===== config.mk =====
export PLATFORM = sky130hd
export DESIGN_NAME = adc_pulse_detector
export DESIGN_NICKNAME = d
export VERILOG_FILES = /design/src/rtl/adc_det_pkg.sv /design/src/rtl/adc_baseline_tracker.sv /design/src/rtl/adc_pulse_detector.sv
export SDC_FILE = /design/constraint.sdc
export NUM_CORES = 1
export LEC_CHECK = 0
export BUFFER_PORTS_ARGS = -buffer_cell sky130_fd_sc_hd__buf_2
export CAP_MARGIN = 40
export CORE_UTILIZATION = 60
export DETAILED_ROUTE_END_ITERATION = 8
export PLACE_DENSITY = 0.81
export REMOVE_ABC_BUFFERS = 1
export SYNTH_ARGS = -nofsm -noshare
export SYNTH_HDL_FRONTEND = slang
export SYNTH_SLANG_ARGS = --single-unit

===== constraint.sdc =====
create_clock -name sys_clk -period 6.05 [get_ports sys_clk]
set_input_delay 0.605 -clock sys_clk [delete_from_list [all_inputs] [get_ports sys_clk]]
set_output_delay 0.605 -clock sys_clk [all_outputs]
set_load 0.02 [all_outputs]

===== src/rtl/adc_det_pkg.sv =====
// Shared types for the ADC pulse detector: FSM states, event header record
// and flag bit positions.
package adc_det_pkg;

  localparam int DATA_W_DEF = 14;
  localparam int AREA_W_DEF = 32;

  localparam int FLAG_OR    = 0;
  localparam int FLAG_TRUNC = 1;

  typedef enum logic [2:0] {
    SETTLE,
    IDLE,
    PULSE,
    EMIT,
    HOLD
  } state_t;

  // Width-independent part of an event; peak and area travel alongside
  // because their widths follow the instance parameters.
  typedef struct packed {
    logic [31:0] time_stamp;
    logic [7:0]  peak_idx;
    logic [8:0]  len;
    logic [1:0]  flags;
  } evt_hdr_t;

endpackage


===== src/rtl/adc_baseline_tracker.sv =====
// Exponential moving average of the signed sample stream; the accumulator
// holds baseline * 2^BASE_SHIFT so the baseline is simply its upper bits.
module adc_baseline_tracker #(
  parameter int DATA_W     = 14,
  parameter int BASE_SHIFT = 6
) (
  input  logic                     clk,
  input  logic                     srst,
  input  logic                     freeze_i,
  input  logic signed [DATA_W-1:0] sample_i,
  output logic signed [DATA_W-1:0] baseline_o
);

  localparam int ACC_W = DATA_W + BASE_SHIFT;

  logic signed [ACC_W-1:0] acc_q, acc_d;
  logic signed [ACC_W-1:0] err;

  assign baseline_o = acc_q[ACC_W-1:BASE_SHIFT];
  assign err = {{BASE_SHIFT{sample_i[DATA_W-1]}}, sample_i}
             - {{BASE_SHIFT{baseline_o[DATA_W-1]}}, baseline_o};
  assign acc_d = freeze_i ? acc_q : acc_q + err;

  always_ff @(posedge clk) begin
    if (srst) begin
      acc_q <= '0;
    end else begin
      acc_q <= acc_d;
    end
  end

endmodule


===== src/rtl/adc_pulse_detector.sv =====
// Per-channel pulse detector: baseline subtraction, threshold trigger with
// hysteresis, pulse integration and one buffered event record per pulse.
module adc_pulse_detector
  import adc_det_pkg::*;
#(
  parameter int DATA_W     = DATA_W_DEF,
  parameter int BASE_SHIFT = 6,
  parameter int SETTLE_CYC = 1024,
  parameter int MAX_LEN    = 256,
  parameter int HOLDOFF    = 16,
  parameter int AREA_W     = AREA_W_DEF
) (
  input  logic              sys_clk,
  input  logic              reset,
  input  logic [DATA_W-1:0] adc_data,
  input  logic              adc_or,
  input  logic              data_fmt,
  input  logic [DATA_W-1:0] threshold,
  input  logic [DATA_W-1:0] hyst,
  output logic              evt_valid,
  input  logic              evt_ready,
  output logic [31:0]       evt_time,
  output logic [DATA_W:0]   evt_peak,
  output logic [7:0]        evt_peak_idx,
  output logic [AREA_W-1:0] evt_area,
  output logic [8:0]        evt_len,
  output logic [1:0]        evt_flags,
  output logic [15:0]       drop_cnt
);

  localparam int CNT_MAX = (SETTLE_CYC > HOLDOFF) ? SETTLE_CYC : HOLDOFF;
  localparam int CNT_W   = $clog2(CNT_MAX) + 1;
  localparam logic signed [AREA_W-1:0] AREA_MAX = {1'b0, {(AREA_W-1){1'b1}}};
  localparam logic signed [AREA_W-1:0] AREA_MIN = {1'b1, {(AREA_W-1){1'b0}}};

  state_t                    state_q, state_d;
  logic [CNT_W-1:0]          cnt_q, cnt_d;
  logic [DATA_W-1:0]         end_q, end_d, end_lvl;
  evt_hdr_t                  cur_q, cur_d, out_q;
  logic signed [AREA_W-1:0]  area_q, area_d, out_area_q;
  logic signed [DATA_W:0]    peak_q, peak_d, out_peak_q;
  logic                      valid_q;
  logic [15:0]               drop_q;
  logic [31:0]               ts_q;
  logic signed [DATA_W-1:0]  s1_q, s1_d, baseline;
  logic                      or1_q;
  logic                      freeze, load, drop;

  logic signed [DATA_W:0]    amp;
  logic signed [DATA_W+1:0]  amp_x, thr_x, end_x;
  logic signed [AREA_W-1:0]  amp_ext, area_sat;
  logic signed [AREA_W:0]    area_sum;

  // Offset binary becomes two's complement by flipping the MSB.
  assign s1_d = data_fmt ? adc_data : {~adc_data[DATA_W-1], adc_data[DATA_W-2:0]};

  adc_baseline_tracker #(
    .DATA_W     (DATA_W),
    .BASE_SHIFT (BASE_SHIFT)
  ) u_baseline (
    .clk        (sys_clk),
    .srst       (reset),
    .freeze_i   (freeze),
    .sample_i   (s1_q),
    .baseline_o (baseline)
  );

  assign amp     = {s1_q[DATA_W-1], s1_q} - {baseline[DATA_W-1], baseline};
  assign amp_x   = {amp[DATA_W], amp};
  assign thr_x   = {2'b00, threshold};
  assign end_x   = {2'b00, end_q};
  assign end_lvl = (threshold > hyst) ? threshold - hyst : '0;

  assign amp_ext  = {{(AREA_W-DATA_W-1){amp[DATA_W]}}, amp};
  assign area_sum = {area_q[AREA_W-1], area_q} + {amp_ext[AREA_W-1], amp_ext};
  assign area_sat = (area_sum[AREA_W] != area_sum[AREA_W-1])
                  ? (area_sum[AREA_W] ? AREA_MIN : AREA_MAX)
                  : area_sum[AREA_W-1:0];

  always_comb begin
    state_d = state_q;
    cnt_d   = cnt_q;
    end_d   = end_q;
    cur_d   = cur_q;
    area_d  = area_q;
    peak_d  = peak_q;
    freeze  = 1'b1;
    load    = 1'b0;
    drop    = 1'b0;
    case (state_q)
      SETTLE: begin
        freeze = 1'b0;
        if (cnt_q == CNT_W'(SETTLE_CYC - 1)) begin
          state_d = IDLE;
          cnt_d   = '0;
        end else begin
          cnt_d = cnt_q + CNT_W'(1);
        end
      end
      IDLE: begin
        end_d = end_lvl;
        // The trigger sample belongs to the pulse, so it must not leak into the baseline.
        if (amp_x >= thr_x) begin
          state_d               = PULSE;
          cur_d.time_stamp      = ts_q;
          cur_d.peak_idx        = '0;
          cur_d.len             = 9'd1;
          cur_d.flags           = '0;
          cur_d.flags[FLAG_OR]  = or1_q;
          area_d                = amp_ext;
          peak_d                = amp;
        end else begin
          freeze = 1'b0;
        end
      end
      PULSE: begin
        if (cur_q.len == 9'(MAX_LEN)) begin
          state_d                 = EMIT;
          cur_d.flags[FLAG_TRUNC] = 1'b1;
        end else if (amp_x < end_x) begin
          state_d = EMIT;
        end else begin
          cur_d.len            = cur_q.len + 9'd1;
          cur_d.flags[FLAG_OR] = cur_q.flags[FLAG_OR] | or1_q;
          area_d               = area_sat;
          if (amp > peak_q) begin
            peak_d         = amp;
            cur_d.peak_idx = cur_q.len[7:0];
          end
        end
      end
      EMIT: begin
        state_d = HOLD;
        cnt_d   = '0;
        if (!valid_q || evt_ready) begin
          load = 1'b1;
        end else begin
          drop = 1'b1;
        end
      end
      HOLD: begin
        if (cnt_q == CNT_W'(HOLDOFF - 1)) begin
          state_d = IDLE;
          cnt_d   = '0;
        end else begin
          cnt_d = cnt_q + CNT_W'(1);
        end
      end
      default: state_d = SETTLE;
    endcase
  end

  always_ff @(posedge sys_clk) begin
    if (reset) begin
      state_q    <= SETTLE;
      cnt_q      <= '0;
      end_q      <= '0;
      cur_q      <= '0;
      area_q     <= '0;
      peak_q     <= '0;
      out_q      <= '0;
      out_area_q <= '0;
      out_peak_q <= '0;
      valid_q    <= 1'b0;
      drop_q     <= '0;
      ts_q       <= '0;
      s1_q       <= '0;
      or1_q      <= 1'b0;
    end else begin
      state_q <= state_d;
      cnt_q   <= cnt_d;
      end_q   <= end_d;
      cur_q   <= cur_d;
      area_q  <= area_d;
      peak_q  <= peak_d;
      ts_q    <= ts_q + 32'd1;
      s1_q    <= s1_d;
      or1_q   <= adc_or;
      if (load) begin
        out_q      <= cur_q;
        out_area_q <= area_q;
        out_peak_q <= peak_q;
        valid_q    <= 1'b1;
      end else if (valid_q && evt_ready) begin
        valid_q <= 1'b0;
      end
      if (drop && drop_q != 16'hFFFF) begin
        drop_q <= drop_q + 16'd1;
      end
    end
  end

  assign evt_valid    = valid_q;
  assign evt_time     = out_q.time_stamp;
  assign evt_peak     = out_peak_q;
  assign evt_peak_idx = out_q.peak_idx;
  assign evt_area     = out_area_q;
  assign evt_len      = out_q.len;
  assign evt_flags    = out_q.flags;
  assign drop_cnt     = drop_q;

endmodule


==> run metrics <==
Via density 5.83; CTS Hold Bufs 0; Total GRT Usage slightly below 30%; drt drc 0; drt initial violations 1,128; starting density of the core 61.1%; RSZ-0062 raised after global routing false; width of the chip 170 um; GP Congestion roughly 0.93; MaxCap Viol Count 0; Slowest-stage cell, CP or2_2; Detail Placement HPWL between 20,000 and 30,000 um; Cells after DPL ~2,600; CP Cell Sequence ha_1 > inv_1 > fa_1 > a211oi_1 > o21ai_0 > a21oi_1 > nor4_2 > nor2_1 > buf_4 > ha_1 > a211oi_1 > o21bai_1 > a211oi_1 > o31a_1 > mux2_2 > nor4b_1 > or2_2 > nand2_1 > a2111oi_1; Final #Nets around 2,400; pin count of the biggest net entering global routing 94; share of cells above drive strength 1 a little under an eighth; initial antenna violation count 0; TritonCTS Buffers 31; critical path class register to register; TritonRoute pass-1 iters 5; Clk Latency, worst-skew pair 590 ps; clock-pin slew on the worst setup and hold paths around 70 ps; Die ar. 29,100 um^2; Clock Power Share 21.2%; Yosys reg bits around 300; P&R area growth vs syn 13.5%; pins over their slew limit 0; fin util 69.4%; Netlist cell types 70; worst min-delay path class input pin to register; Critical Path RT 6530 ps; skew final roughly 28 ps; WL final between 40,000 and 50,000 um; Logic pwr share between 50% and 60%; vias in the first global route between 10,000 and 15,000; Slew @ Worst Pin between 900 and 1000 ps; top-area cell type share of the netlist area between 30 and 40%; pre-CTS WS roughly 650 ps; most frequent cells in the layout dfxtp_1, nand2_1, nor2_1, a21oi_1, buf_2; non-filler instance count after layout between 2,000 and 3,000; die span in y between 150 and 200 um; root buf cell clkbuf_16; Antenna Cells 0; top cells by area, synth dfxtp_1, ha_1, nand2_1, a21oi_1, nor2_1; PnR worst setup slack between 600 and 700 ps; Seq pwr share 24.9%; status completed; CTS tree done; Peak supply drop 0.387 mV; CP most frequent cell a211oi_1; Post-synth EDFFs 0; final setup violation count 0; syn avg cell area around 8.1 um^2; Pint 5.61 mW; setup bufs post-CTS 0; I/O pin count 162; htree depth 1; Clock Tree Buf Depth 3; most common cell after layout, fill and taps aside dfxtp_1; Core Region 27,900 um^2; buffer and inverter count on the worst path 2; synthesized area between 15,000 and 20,000 um^2; # rows just over 60; Vias 15,300; Synth Flop Type dfxtp_1; leak pwr approximately 8 nW; PD cells between 500 and 600 nW/um^2; asr flop ratio synth 0%; post-cts sizing count 0; part of the cycle the worst path needs between 80 and 90%; Synth Instances approximately 2,100; Synth warnings 0; Fmax between 0.15 and 0.2 GHz; net switching power between 4 and 5 mW; sequential fraction of the synthesis area roughly 36%; Port Buffers between 150 and 200; peak per-stage delay on the critical path ~570 ps; Top delay family on crit path compound AO/OA/AOI/OAI gates; Slew HR 37.1%; endpoints failing hold 0; clk sinks ~300; total gr overflow 0; CP Launch Type register; post-route ant nets 0; Setup crit end kind register; first-pass GRT wire length ~70,000 um; Critical Path AT approximately 5900 ps; crit-path max FO 27; Yosys top cell by area dfxtp_1; switch share a little over two fifths; Final min period between 5000 and 6000 ps; Avg WL per Cell approximately 16 um
[worst reg2reg max path, cell delays in order, from the launching register on]
cell and delay [ps]:
dfxtp_1 370, ha_1 190, inv_1 60, fa_1 410, a211oi_1 320, o21ai_0 140, a21oi_1 380, nor4_2 120
nor2_1 110, buf_4 290, ha_1 320, a211oi_1 220, o21bai_1 130, a211oi_1 280, o31a_1 220, mux2_2 350
nor4b_1 390, or2_2 570, nand2_1 100, a2111oi_1 390
[power by group through the flow]
stage | registers [mW] | logic (mW) | clock network, mW
2_1_floorplan | 2.41 | 3.89 | 0
3_3_place_gp | 2.46 | 4.91 | 0
3_5_place_dp | 2.47 | 5.10 | 0
4_1_cts | 2.43 | 5.17 | 2.09
5_1_grt | 2.45 | 5.84 | 2.17
6_report | 2.43 | 5.24 | 2.07
[through the flow]
stage               hold WS, ps  cell area [um^2]  total power [mW]  TNS, ps
floorplan                   423             16700              6.30    -2040
global placement            439             18100              7.37        0
detailed placement          442             18200              7.57        0
CTS                         229             19300              9.68        0
global route                242             19300              10.5        0
finish                      242             19300              9.74        0
[metal layers]
layer	part of all wire (%)	wire, um	track usage, %	vias to the layer above
met5	0	0	0	-
met4	2.9	1240	9.91	0
met3	5.1	2170	2.81	103
met2	49	20500	51.1	441
met1	43	18300	37.3	7281
li1	-	-	-	7521
[synthesized netlist by cell type, drive strengths merged (8+ instances only)]
cell / number
xor2: 52
clkbuf: 79
buf: 13
o211ai: 9
ha: 127
nand2b: 10
fa: 22
dfxtp: 308
inv: 153
and2: 8
a21o: 35
a211oi: 40
mux2i: 49
nand2: 290
or3: 21
nor2: 237
a22oi: 16
and3: 26
a31oi: 11
xnor2: 51
nand3: 57
o21bai: 14
nand4: 31
or2: 10
o31ai: 8
nor3: 17
a21oi: 215
o21ai: 61
nor2b: 27
o21a: 24
[cell type report]
cell class | instances | area [um^2]
repair buffers | 186 | 1070
fillers | 2242 | 8520
well taps | 378 | 473
clock buffers | 43 | 881
multi-input cells | 1551 | 9940
clock inverters | 14 | 225
inverters | 153 | 574
flip-flops and latches | 308 | 6170
[sequential cells by signal, indices dropped and copies added, names as in the netlist, 11 cells and up]
signal / flops
area_q: 32
cnt_q: 11
drop_cnt: 16
end_q: 14
evt_time: 32
evt_area: 32
u_baseline.acc_q: 20
evt_peak: 15
peak_q: 15
cur_q: 51
s1_q: 14
ts_q: 32
[cells by family after synthesis]
family	Yosys count	share of synthesized area (%)
muxes	51	3.01
AOI/OAI and AO/OA	488	18.0
buffers and inverters	245	5.59
xor gates and xnor gates	103	5.30
and+or+nand+nor	760	19.9
DFF	308	36.2
adders and majority gates	149	11.9
[path summary, 6_finish.rpt]
path / startpoint / end / slack (ps) / cells past startpoint
min reg2reg: evt_area[23] / evt_area[23] / 450 / 2
max: u_baseline.acc_q[6] / area_q[11] / 610 / 19
min: adc_data[9] / s1_q[9] / 240 / 2
max reg2reg: u_baseline.acc_q[6] / area_q[11] / 610 / 19
Note: power is estimated with default switching activity, not from simulation.
